$ cat config.mk
export PLATFORM = sky130hd
export DESIGN_NAME = gl_fetch
export DESIGN_NICKNAME = d
export VERILOG_FILES = /design/src/rtl/gl_pkg.sv /design/src/rtl/gl_fetch_opnd.sv /design/src/rtl/gl_fetch.sv
export SDC_FILE = /design/constraint.sdc
export NUM_CORES = 1
export LEC_CHECK = 0
export CAP_MARGIN = 20
export CELL_PAD_IN_SITES_DETAIL_PLACEMENT = 1
export CELL_PAD_IN_SITES_GLOBAL_PLACEMENT = 1
export CORE_ASPECT_RATIO = 1.4
export CORE_UTILIZATION = 26
export CTS_CLUSTER_SIZE = 10
export DETAILED_ROUTE_END_ITERATION = 12
export PLACE_DENSITY_LB_ADDON = 0.1
export SKIP_CTS_REPAIR_TIMING = 1
export SKIP_LAST_GASP = 1
export SYNTH_ARGS = -nofsm -noshare
export SYNTH_HDL_FRONTEND = slang
export SYNTH_HIERARCHICAL = 1
export SYNTH_SLANG_ARGS = --single-unit
export TNS_END_PERCENT = 50
$ cat constraint.sdc
create_clock -name clk -period 2.3 [get_ports clk]
set_input_delay 0.23 -clock clk [delete_from_list [all_inputs] [get_ports clk]]
set_output_delay 0.23 -clock clk [all_outputs]
set_load 0.05 [all_outputs]
$ cat src/rtl/gl_pkg.sv
// Shared definitions for the GL command path: opcodes, word fields, fetch FSM states.
package gl_pkg;
  localparam logic [7:0] OP_NOP       = 8'hFF;
  localparam logic [7:0] OP_COLOR     = 8'h04;
  localparam logic [7:0] OP_TRANSLATE = 8'h18;
  localparam logic [7:0] OP_VIEWPORT  = 8'h19;

  localparam int OPC_LSB  = 24;
  localparam int TYPE_BIT = 23;
  localparam int IMM_W    = 23;

  typedef enum logic [2:0] {
    S_IDLE, S_FETCH, S_DECODE, S_OPND, S_ISSUE, S_HOLD, S_GAP, S_DONE
  } state_t;

  function automatic logic [2:0] op_operand_count(input logic [7:0] op);
    case (op)
      OP_COLOR:    return 3'd1;
      OP_VIEWPORT: return 3'd4;
      default:     return 3'd0;
    endcase
  endfunction

  function automatic logic op_is_legal(input logic [7:0] op);
    return (op >= 8'h01 && op <= 8'h04) || (op >= 8'h10 && op <= 8'h1A);
  endfunction
endpackage

$ cat src/rtl/gl_fetch_opnd.sv
// Operand capture: writes the pipelined read stream into operand_0..3 in order.
module gl_fetch_opnd (
  input  logic        clk,
  input  logic        rst,
  input  logic        load,
  input  logic [2:0]  num,
  input  logic        cap,
  input  logic [31:0] data,
  output logic        last,
  output logic [31:0] operand_0,
  output logic [31:0] operand_1,
  output logic [31:0] operand_2,
  output logic [31:0] operand_3
);
  logic [3:0][31:0] opnd;
  logic [1:0]       idx;
  logic [2:0]       num_q;

  always_ff @(posedge clk) begin
    if (rst) begin
      opnd  <= '0;
      idx   <= '0;
      num_q <= '0;
    end else if (load) begin
      idx   <= '0;
      num_q <= num;
    end else if (cap) begin
      opnd[idx] <= data;
      idx       <= idx + 2'd1;
    end
  end

  assign last      = ({1'b0, idx} + 3'd1) == num_q;
  assign operand_0 = opnd[0];
  assign operand_1 = opnd[1];
  assign operand_2 = opnd[2];
  assign operand_3 = opnd[3];
endmodule

$ cat src/rtl/gl_fetch.sv
// Command fetch/issue unit feeding gl_decode. GL_FETCH_OPCODE_CHECK_EN enables
// skipping of unknown opcodes with a sticky illegal_op flag. The type bit is cmd_type.
module gl_fetch
  import gl_pkg::*;
#(
  parameter int ADDR_W = 32,
  parameter int CNT_W  = 16
) (
  input  logic              clk,
  input  logic              rst,
  input  logic              start,
  input  logic [ADDR_W-1:0] base_addr,
  input  logic [CNT_W-1:0]  cmd_count,
  output logic [ADDR_W-1:0] bram_addr_out,
  input  logic [31:0]       bram_read_in,
  output logic [7:0]        opcode,
  output logic [22:0]       imm,
  output logic              cmd_type,
  output logic [31:0]       operand_0,
  output logic [31:0]       operand_1,
  output logic [31:0]       operand_2,
  output logic [31:0]       operand_3,
  input  logic              stall,
  output logic              busy,
  output logic              done,
  output logic [CNT_W-1:0]  issued_count,
  output logic              illegal_op
);
  state_t              state, state_n;
  logic [ADDR_W-1:0]   ptr;
  logic [CNT_W-1:0]    remaining;
  logic [7:0]          cmd_op;
  logic [IMM_W-1:0]    cmd_imm;
  logic                cmd_typ;
  logic [2:0]          issue_left;
  logic                req, rd_vld, hold2, cap, last, legal;
  logic [7:0]          rd_op;
  logic [2:0]          rd_n;

  assign rd_op = bram_read_in[31:OPC_LSB];
  assign rd_n  = op_operand_count(rd_op);
  assign cap   = (state == S_OPND) && rd_vld;

`ifdef GL_FETCH_OPCODE_CHECK_EN
  logic illegal_q;
  assign legal = op_is_legal(rd_op);
  always_ff @(posedge clk) begin
    if (rst)                                illegal_q <= 1'b0;
    else if (state == S_IDLE && start)      illegal_q <= 1'b0;
    else if (state == S_DECODE && !legal)   illegal_q <= 1'b1;
  end
  assign illegal_op = illegal_q;
`else
  assign legal      = 1'b1;
  assign illegal_op = 1'b0;
`endif

  always_ff @(posedge clk) begin
    if (rst) state <= S_IDLE;
    else     state <= state_n;
  end

  // An empty list passes through GAP so done keeps the same GAP-to-done spacing.
  always_comb begin
    state_n = state;
    case (state)
      S_IDLE:   if (start) state_n = (cmd_count == '0) ? S_GAP : S_FETCH;
      S_FETCH:  state_n = S_DECODE;
      S_DECODE: state_n = !legal ? S_GAP : (rd_n != 3'd0) ? S_OPND : S_ISSUE;
      S_OPND:   if (cap && last) state_n = S_ISSUE;
      S_ISSUE:  state_n = S_HOLD;
      S_HOLD:   if (hold2 && !stall) state_n = S_GAP;
      S_GAP:    state_n = (remaining == '0) ? S_DONE : S_FETCH;
      S_DONE:   state_n = S_IDLE;
      default:  state_n = S_IDLE;
    endcase
  end

  always_comb begin
    opcode   = OP_NOP;
    imm      = '0;
    cmd_type = 1'b0;
    if (state == S_ISSUE || state == S_HOLD) begin
      opcode   = cmd_op;
      imm      = cmd_imm;
      cmd_type = cmd_typ;
    end
    busy = !(state == S_IDLE || state == S_DONE);
    done = (state == S_DONE);
  end

  always_ff @(posedge clk) begin
    if (rst) begin
      ptr           <= '0;
      remaining     <= '0;
      cmd_op        <= OP_NOP;
      cmd_imm       <= '0;
      cmd_typ       <= 1'b0;
      issue_left    <= '0;
      req           <= 1'b0;
      rd_vld        <= 1'b0;
      hold2         <= 1'b0;
      bram_addr_out <= '0;
      issued_count  <= '0;
    end else begin
      rd_vld <= req;
      case (state)
        S_IDLE: if (start) begin
          remaining    <= cmd_count;
          issued_count <= '0;
          if (cmd_count != '0) begin
            ptr           <= base_addr;
            bram_addr_out <= base_addr;
          end
        end
        S_FETCH: ptr <= ptr + 1'b1;
        S_DECODE: begin
          cmd_op  <= rd_op;
          cmd_typ <= bram_read_in[TYPE_BIT];
          cmd_imm <= bram_read_in[IMM_W-1:0];
          if (!legal) begin
            remaining <= remaining - 1'b1;
          end else if (rd_n != 3'd0) begin
            bram_addr_out <= ptr;
            ptr           <= ptr + 1'b1;
            issue_left    <= rd_n - 3'd1;
            req           <= 1'b1;
          end
        end
        // Addresses run one cycle ahead of the captured data.
        S_OPND: begin
          if (issue_left != 3'd0) begin
            bram_addr_out <= ptr;
            ptr           <= ptr + 1'b1;
            issue_left    <= issue_left - 3'd1;
          end else begin
            req <= 1'b0;
          end
        end
        S_ISSUE: begin
          issued_count <= issued_count + 1'b1;
          hold2        <= 1'b0;
        end
        S_HOLD: begin
          hold2 <= 1'b1;
          if (hold2 && !stall) remaining <= remaining - 1'b1;
        end
        S_GAP: if (remaining != '0) bram_addr_out <= ptr;
        default: ;
      endcase
    end
  end

  gl_fetch_opnd u_opnd (
    .clk       (clk),
    .rst       (rst),
    .load      (state == S_DECODE),
    .num       (rd_n),
    .cap       (cap),
    .data      (bram_read_in),
    .last      (last),
    .operand_0 (operand_0),
    .operand_1 (operand_1),
    .operand_2 (operand_2),
    .operand_3 (operand_3)
  );
endmodule
Yosys cells after proc, flatten, opt, wreduce, memory -nomap -nowiden
Cells that the tools add are included.
{"block": "word_totals", "register_bits": 270, "inputBits": 84, "output_inout_bits": 211, "elab_cells": 111}
{"block": "classes", "addsub": 7, "order_cmp": 2, "n_eq_ne": 18, "mux": 35, "n_bitwise": 1, "n_reduce_logical": 30}
{"cell": "$mux 32", "count": 8}
{"cell": "$pmux 32 s4", "count": 2}
{"cell": "$bwmux 128", "count": 1}
{"cell": "$demux 32 s2", "count": 1}
{"cell": "$pmux 16 s2", "count": 2}
{"cell": "$mux 16", "count": 3}
{"cell": "$add 32x1->32 const B", "count": 1}
{"cell": "$logic_not 16->1", "count": 2}
{"cell": "$reduce_bool 16->1", "count": 2}
{"cell": "$mux 3", "count": 8}
{"cell": "$pmux 3 s8", "count": 1}
{"cell": "$mux 23", "count": 1}
{"cell": "$add 16x1->16 const B", "count": 1}
{"cell": "$sub 16x1->16 const B", "count": 1}
{"cell": "$eq 3x3->1 const B", "count": 4}
{"cell": "$pmux 3 s2", "count": 2}
{"cell": "$reduce_and 3->1", "count": 4}
{"cell": "$ne 2x2->1 const B", "count": 5}
{"cell": "$eq 8x3->1 const B", "count": 1}
{"cell": "$eq 8x5->1 const B", "count": 1}
{"cell": "$mux 8", "count": 1}
{"cell": "$reduce_bool 2->1", "count": 4}
{"cell": "$reduce_bool 4->1", "count": 2}
{"cell": "$eq 3x2->1 const B", "count": 2}
{"cell": "other kinds (20)", "count": 33}

Longest topological paths before layout
Gate-level depths: netlist (run 1).
{"block": "logic_depth", "ltp_word": 5, "depth_mapped": 12, "mapped_depth_nobuf": 9}

Hierarchy
The synthesis (run 1) kept the hierarchy.
{"mod": "gl_fetch", "instances": 1, "cells_each": 912, "area_per_inst_um2": 7195.7, "seq_area_each_um2": 2742.6}
{"mod": "gl_fetch_opnd", "instances": 1, "cells_each": 482, "area_per_inst_um2": 5403.9, "seq_area_each_um2": 2662.6}

Worst setup path before layout (run 1)
No wires, ideal clock.
{"block": "synth_timing", "kind": "reg2reg", "from": "reg state[1]", "to": "reg u_opnd.opnd, in the netlist u_opnd/operand_1[17]", "setup_ns": 0.122, "arrival_time_ns": 2.282, "t_required_ns": 2.178, "setup_slack_ns": -0.104, "stages_incl_launch_ff": 13, "n_path_buf": 7, "synth_period_minus_slack_ns": 2.404, "path_cell_list": "dfxtp_1 -> clkbuf_1 -> nor2b_1 -> clkbuf_1 -> nand2b_1 -> buf_2 -> clkinv_1 -> buf_1 -> buf_6 -> and3b_1 -> buf_6 -> buf_12 -> mux2i_1"}
{"block": "synth_via", "elab_chain_len": 3, "word_cells_on_any_way": 5, "classes_between": "eq/ne (2); bitwise (1); reduce/logical (2)"}
{"element": "start: declaration", "line": "gl_fetch.sv:29", "text": "state_t state, state_n;"}
{"element": "start signal: assignment", "line": "gl_fetch.sv:60", "text": "else state <= state_n;"}
{"element": "$eq 3x2->1 (on tied branches)", "line": "gl_fetch.sv:42, gl_fetch.sv:157"}
{"element": "$logic_and 1x1->1 or $not 1->1 (tied branches)"}
{"element": "$reduce_and 2->1 (no line) *"}
{"element": "end signal: indexed assignment", "line": "gl_fetch_opnd.sv:28", "text": "opnd[idx] <= data;"}
{"element": "end: declaration", "line": "gl_fetch_opnd.sv:15", "text": "logic [3:0][31:0] opnd;"}
Mark *: on every way between the ends. The rest lies on a longest branch, timed or not.
A chain may end at the register's enable or synchronous reset.

Final worst setup path (run 1)
{"block": "layout_timing", "from": "reg remaining[10]", "to": "reg bram_addr_out[4]"}
{"block": "layout_via", "elab_chain_len": 3}
{"element": "start: declaration", "line": "gl_fetch.sv:31", "text": "logic [CNT_W-1:0] remaining;"}
{"element": "start signal: assignment", "line": "gl_fetch.sv:109", "text": "remaining <= cmd_count;"}
{"element": "start signal: assignment", "line": "gl_fetch.sv:122", "text": "remaining <= remaining - 1'b1;"}
{"element": "start signal: assignment", "line": "gl_fetch.sv:146", "text": "if (hold2 && !stall) remaining <= remaining - 1'b1;"}
{"element": "$reduce_bool 16->1", "line": "gl_fetch.sv:148", "text": "S_GAP: if (remaining != '0) bram_addr_out <= ptr;"}
{"element": "$ne 2x2->1 (no line)"}
{"element": "$reduce_and 6->1 (no line)"}
{"element": "end signal: assignment", "line": "gl_fetch.sv:124", "text": "bram_addr_out <= ptr;"}
{"element": "end signal: assignment", "line": "gl_fetch.sv:133", "text": "bram_addr_out <= ptr;"}
{"element": "end signal: assignment", "line": "gl_fetch.sv:148"}
{"element": "end: declaration", "line": "gl_fetch.sv:14", "text": "output logic [ADDR_W-1:0] bram_addr_out,"}
No other way between the ends.

==> impl_metrics.yaml, run 1 <==
run_status:
  run_status: "complete, no violations"
setup_path:
  reg2regPathDepth: 8
  critical_path.max_fanout: 14
  r2r_setup_slack_ps: 30
  cp.depth: 8
  critical_path.cell_chain: "or4_4 > or3_4 > nor4_4 > nor4_4 > buf_12 > buf_12 > nor2_1 > a211oi_2"
  required_ps: 2730
  rr_startpoint: "remaining[10]"
  critical_path.n_buffers_inverters: 2
  worst-setup-path-type: "reg2reg"
  critical_path_arrival_ps: 2700
  path_delay_family: "simple AND/OR/NAND/NOR gates"
  crit-reg2reg-capture: "bram_addr_out[4]"
  setup.worst_path.end_class: "flip-flop"
  crit_slowest_cell: "sky130_fd_sc_hd__or4_4"
  critPathMaxStageDelay_ps: 530
  critPathLaunch: "remaining[10]"
  critical_path.startpoint_type: "flip-flop"
cells_and_area:
  finish.net_count: 1833
  share_of_post_route_cells_with_drive_strength_above_1_pct: 14.83
  n_fill_cell: 5464
  stdcell_count: 2376
  num_antenna_cells: 0
  area_growth_syn_to_layout_pct: 43.42
  utilization_pct: 37.72
  regArea_um2: 5405
  multiInputGateArea_um2: 6708
power_and_ir_drop:
  power_switching_mw: 8.119
  sequentialPowerShare_pct: 31.1
  cell_internal_power_dissipation_mw: 11.78
  finalPower_mw: 19.90
  powerDensity_nw_per_um2: 1101
  combPwrFrac_pct: 47.0
  p_clk_share_pct: 21.9
  p_leak_nw: 7.020
  power_switching_share_pct: 40.79
  power.ir.vdd_worst_mv: 0.8807
clock_tree:
  number_of_cts_inserted_buffers: 31
  clk_transition_reported_paths_ps: 60
  tritoncts_clock_tree: "done"
  cts.sink_count: 270
  cts.root.buffer_cell: "sky130_fd_sc_hd__clkbuf_16"
  ctsHtreeMaxLevel: 1
  max-clock-path-buffers: 3
  clkLatencyLatePin_ps: 560
grt:
  grt_start_max_net_pins: 82
  vias_in_the_first_global_route: 12037
  grt_first_pass_wirelength_mm: 70.17
  grt.overflow.total: 0
  antenna_found_initial: 0
  grtUsageTotal_pct: 17.96
route:
  drt_antenna_net_count: 0
  routed_wl_mm: 45.02
  wl_met1_mm: 19.51
  drt_pass1_iterations: 4
  routed-wl-met2_mm: 22.80
  drt-wirelength-per-cell_um: 18.95
  route.met3.wl_mm: 1.898
  first_iter_violations: 339
  via_per_inst: 4.769
  dr_total_vias: 11331
  drc: 0
  maxUsedRoutingLayer: "met4"
sta:
  fmaxAchievable_mhz: 440.3
  period_needed_ps: 2271
  final.setup.tns_ps: 0
  count_of_final_setup_violators: 0
  worst_margin_slew_ps: 642.0
  finalHoldViolations: 0
  slew_headroom_pct: 56.75
  grt_setup_unrepaired: "true"
  hold_ws_ps: 155.5
  finalCritPeriodShare_pct: 98.75
  max_slew_vio_count: 0
  fin_skew_ps: 7.490
floorplanning:
  die_x_um: 188.1
  initial_utilization_pct: 26.30
  floorplan.io_pins: 295
  fp.coreArea_um2: 47900
  dieHeight_um: 262.5
  fp-row-count: 95
  design.die.area_um2: 49360
min_path:
  timing.hold.worst_endpoint: "u_opnd/num_q[0]"
  min-delay-path-class: "in2reg"
  holdCritStartpoint: "rst"
  number_of_cells_on_the_worst_hold_path: 2
synth:
  ys_seq_area_share_pct: 42.90
  synth_top_cells_by_count: "270 x sky130_fd_sc_hd__dfxtp_1, 176 x sky130_fd_sc_hd__nand2b_1, 167 x sky130_fd_sc_hd__mux2i_1"
  synthArstFlopShare_pct: 0
  synth_ff_type: "sky130_fd_sc_hd__dfxtp_1"
  synth_seq_cells: 270
  syn_area_per_cell_um2: 9.038
  yosysTopAreaCell: "sky130_fd_sc_hd__dfxtp_1"
  synth.cell_area_um2: 12600
  synth_top_area_share_pct: 42.90
  post_synth_main_area_contributors: "sky130_fd_sc_hd__dfxtp_1 43%, sky130_fd_sc_hd__mux2i_1 13%, sky130_fd_sc_hd__nand2b_1 8.7%, sky130_fd_sc_hd__nand2_1 4.0%, sky130_fd_sc_hd__a21oi_1 3.5%"
  synthesis.instances: 1394
  synth_edf_count: 0
  yosys.cell_types.count: 67
  yosysWarnings: 6
  yosys.cell_count.top_type: "sky130_fd_sc_hd__dfxtp_1"
placed_design:
  place.port_buffers: 293
  routabilityCongestion: 0.7781
  detailed_place_hpwl_mm: 32.67
  dpl.cell_count: 2336
run:
  maxCapViolations: 0
==> final cells by class <==
class                      count  area share [%]
inverter                      10          0.2077
clock buffer                  39           4.570
sequential                   270           29.91
multi-input combinational   1007           37.12
timing repair buffer         420           23.83
tap                          630           4.362
==> power groups by stage <==
stage | combinational (mW) | sequential (mW) | clock, mW
floorplan | 4.96 | 6.79 | 0
global placement | 9.15 | 6.25 | 0
detailed placement | 9.31 | 6.26 | 0
CTS | 9.34 | 6.17 | 4.58
global route | 10.2 | 6.30 | 4.74
finish | 9.35 | 6.19 | 4.36
==> routing by layer <==
| layer | global-route usage, % | vias to the layer above |
|---|---|---|
| li1 | - | 5538 |
| met1 | 21.87 | 5479 |
| met2 | 32.86 | 262 |
| met3 | 2.457 | 52 |
| met4 | 4.285 | 0 |
| met5 | 0 | - |
==> worst reg2reg max path: cells and delay by family (launching register included) <==
kind            cells  cell delay [ps]
compound gates      1               60
buf+inv             2              320
flops               1              310
simple gates        5             1450
==> registers in the layout, summed over array words and instances (netlist names), 2 cells and up <==
signal,flops
u_opnd/operand_0,32
cmd_imm,23
u_opnd/operand_1,32
u_opnd/idx,2
ptr,32
remaining,16
cmd_op,8
u_opnd/operand_3,32
bram_addr_out,32
u_opnd/num_q,3
issued_count,16
issue_left,3
state,3
u_opnd/operand_2,32
==> worst max path at each step <==
stage                     slack (ps)                   end
after CTS                          7     bram_addr_out[10]
after global routing             -30     bram_addr_out[13]
after detailed placement        -370     bram_addr_out[26]
after global placement          -350     bram_addr_out[24]
after floorplan                   30  u_opnd/operand_1[17]
final                             30      bram_addr_out[4]
==> cells in the final DEF (no fill, tap or decap), types with 18 or more instances in the layout <==
cell type / Yosys / layout
sky130_fd_sc_hd__dfxtp_1: 270 / 270
sky130_fd_sc_hd__clkdlybuf4s50_1: 0 / 258
sky130_fd_sc_hd__nand2b_1: 176 / 175
sky130_fd_sc_hd__mux2i_1: 167 / 167
sky130_fd_sc_hd__nand2_1: 133 / 133
sky130_fd_sc_hd__buf_4: 2 / 121
sky130_fd_sc_hd__a21oi_1: 88 / 87
sky130_fd_sc_hd__nor2_1: 83 / 68
sky130_fd_sc_hd__o21ai_0: 45 / 45
sky130_fd_sc_hd__nand3_1: 42 / 42
sky130_fd_sc_hd__buf_12: 2 / 40
sky130_fd_sc_hd__a211oi_1: 37 / 36
sky130_fd_sc_hd__clkbuf_16: 0 / 31
sky130_fd_sc_hd__and2_1: 29 / 29
sky130_fd_sc_hd__a211oi_2: 26 / 27
sky130_fd_sc_hd__o22ai_1: 20 / 20
sky130_fd_sc_hd__nor3_1: 18 / 18
==> metrics by stage <==
stage,setup WS (ps),cell area (um^2)
floorplan,30.88,12600
global placement,-345.9,17170
detailed placement,-371.5,17170
CTS,6.672,18000
global route,-26.40,18070
finish,28.74,18070
==> cell families (layout without fill, tap and decap cells) <==
family	Yosys count	count (layout)	synth area share, %
multiplexers	169	169	13.45
other	1	2	0.02976
buffers and inverters	118	469	4.647
AND/OR/NAND/NOR	551	551	23.19
XOR/XNOR	9	9	0.6257
adder cells (fa/ha/maj)	9	9	0.8938
flip-flops	270	270	42.90
AO/OA/AOI/OAI	267	267	14.27
(Power assumes the default switching activity.)
==> inputs of run 2 (changes only) <==
--- a/config.mk
+++ b/config.mk
@@ -5,7 +5,6 @@
 export SDC_FILE = /design/constraint.sdc
 export NUM_CORES = 1
 export LEC_CHECK = 0
-export CAP_MARGIN = 20
 export CELL_PAD_IN_SITES_DETAIL_PLACEMENT = 1
 export CELL_PAD_IN_SITES_GLOBAL_PLACEMENT = 1
 export CORE_ASPECT_RATIO = 1.4
==> results of run 2 <==
No change in the layout: final DEF, timing and power equal those of run 1.
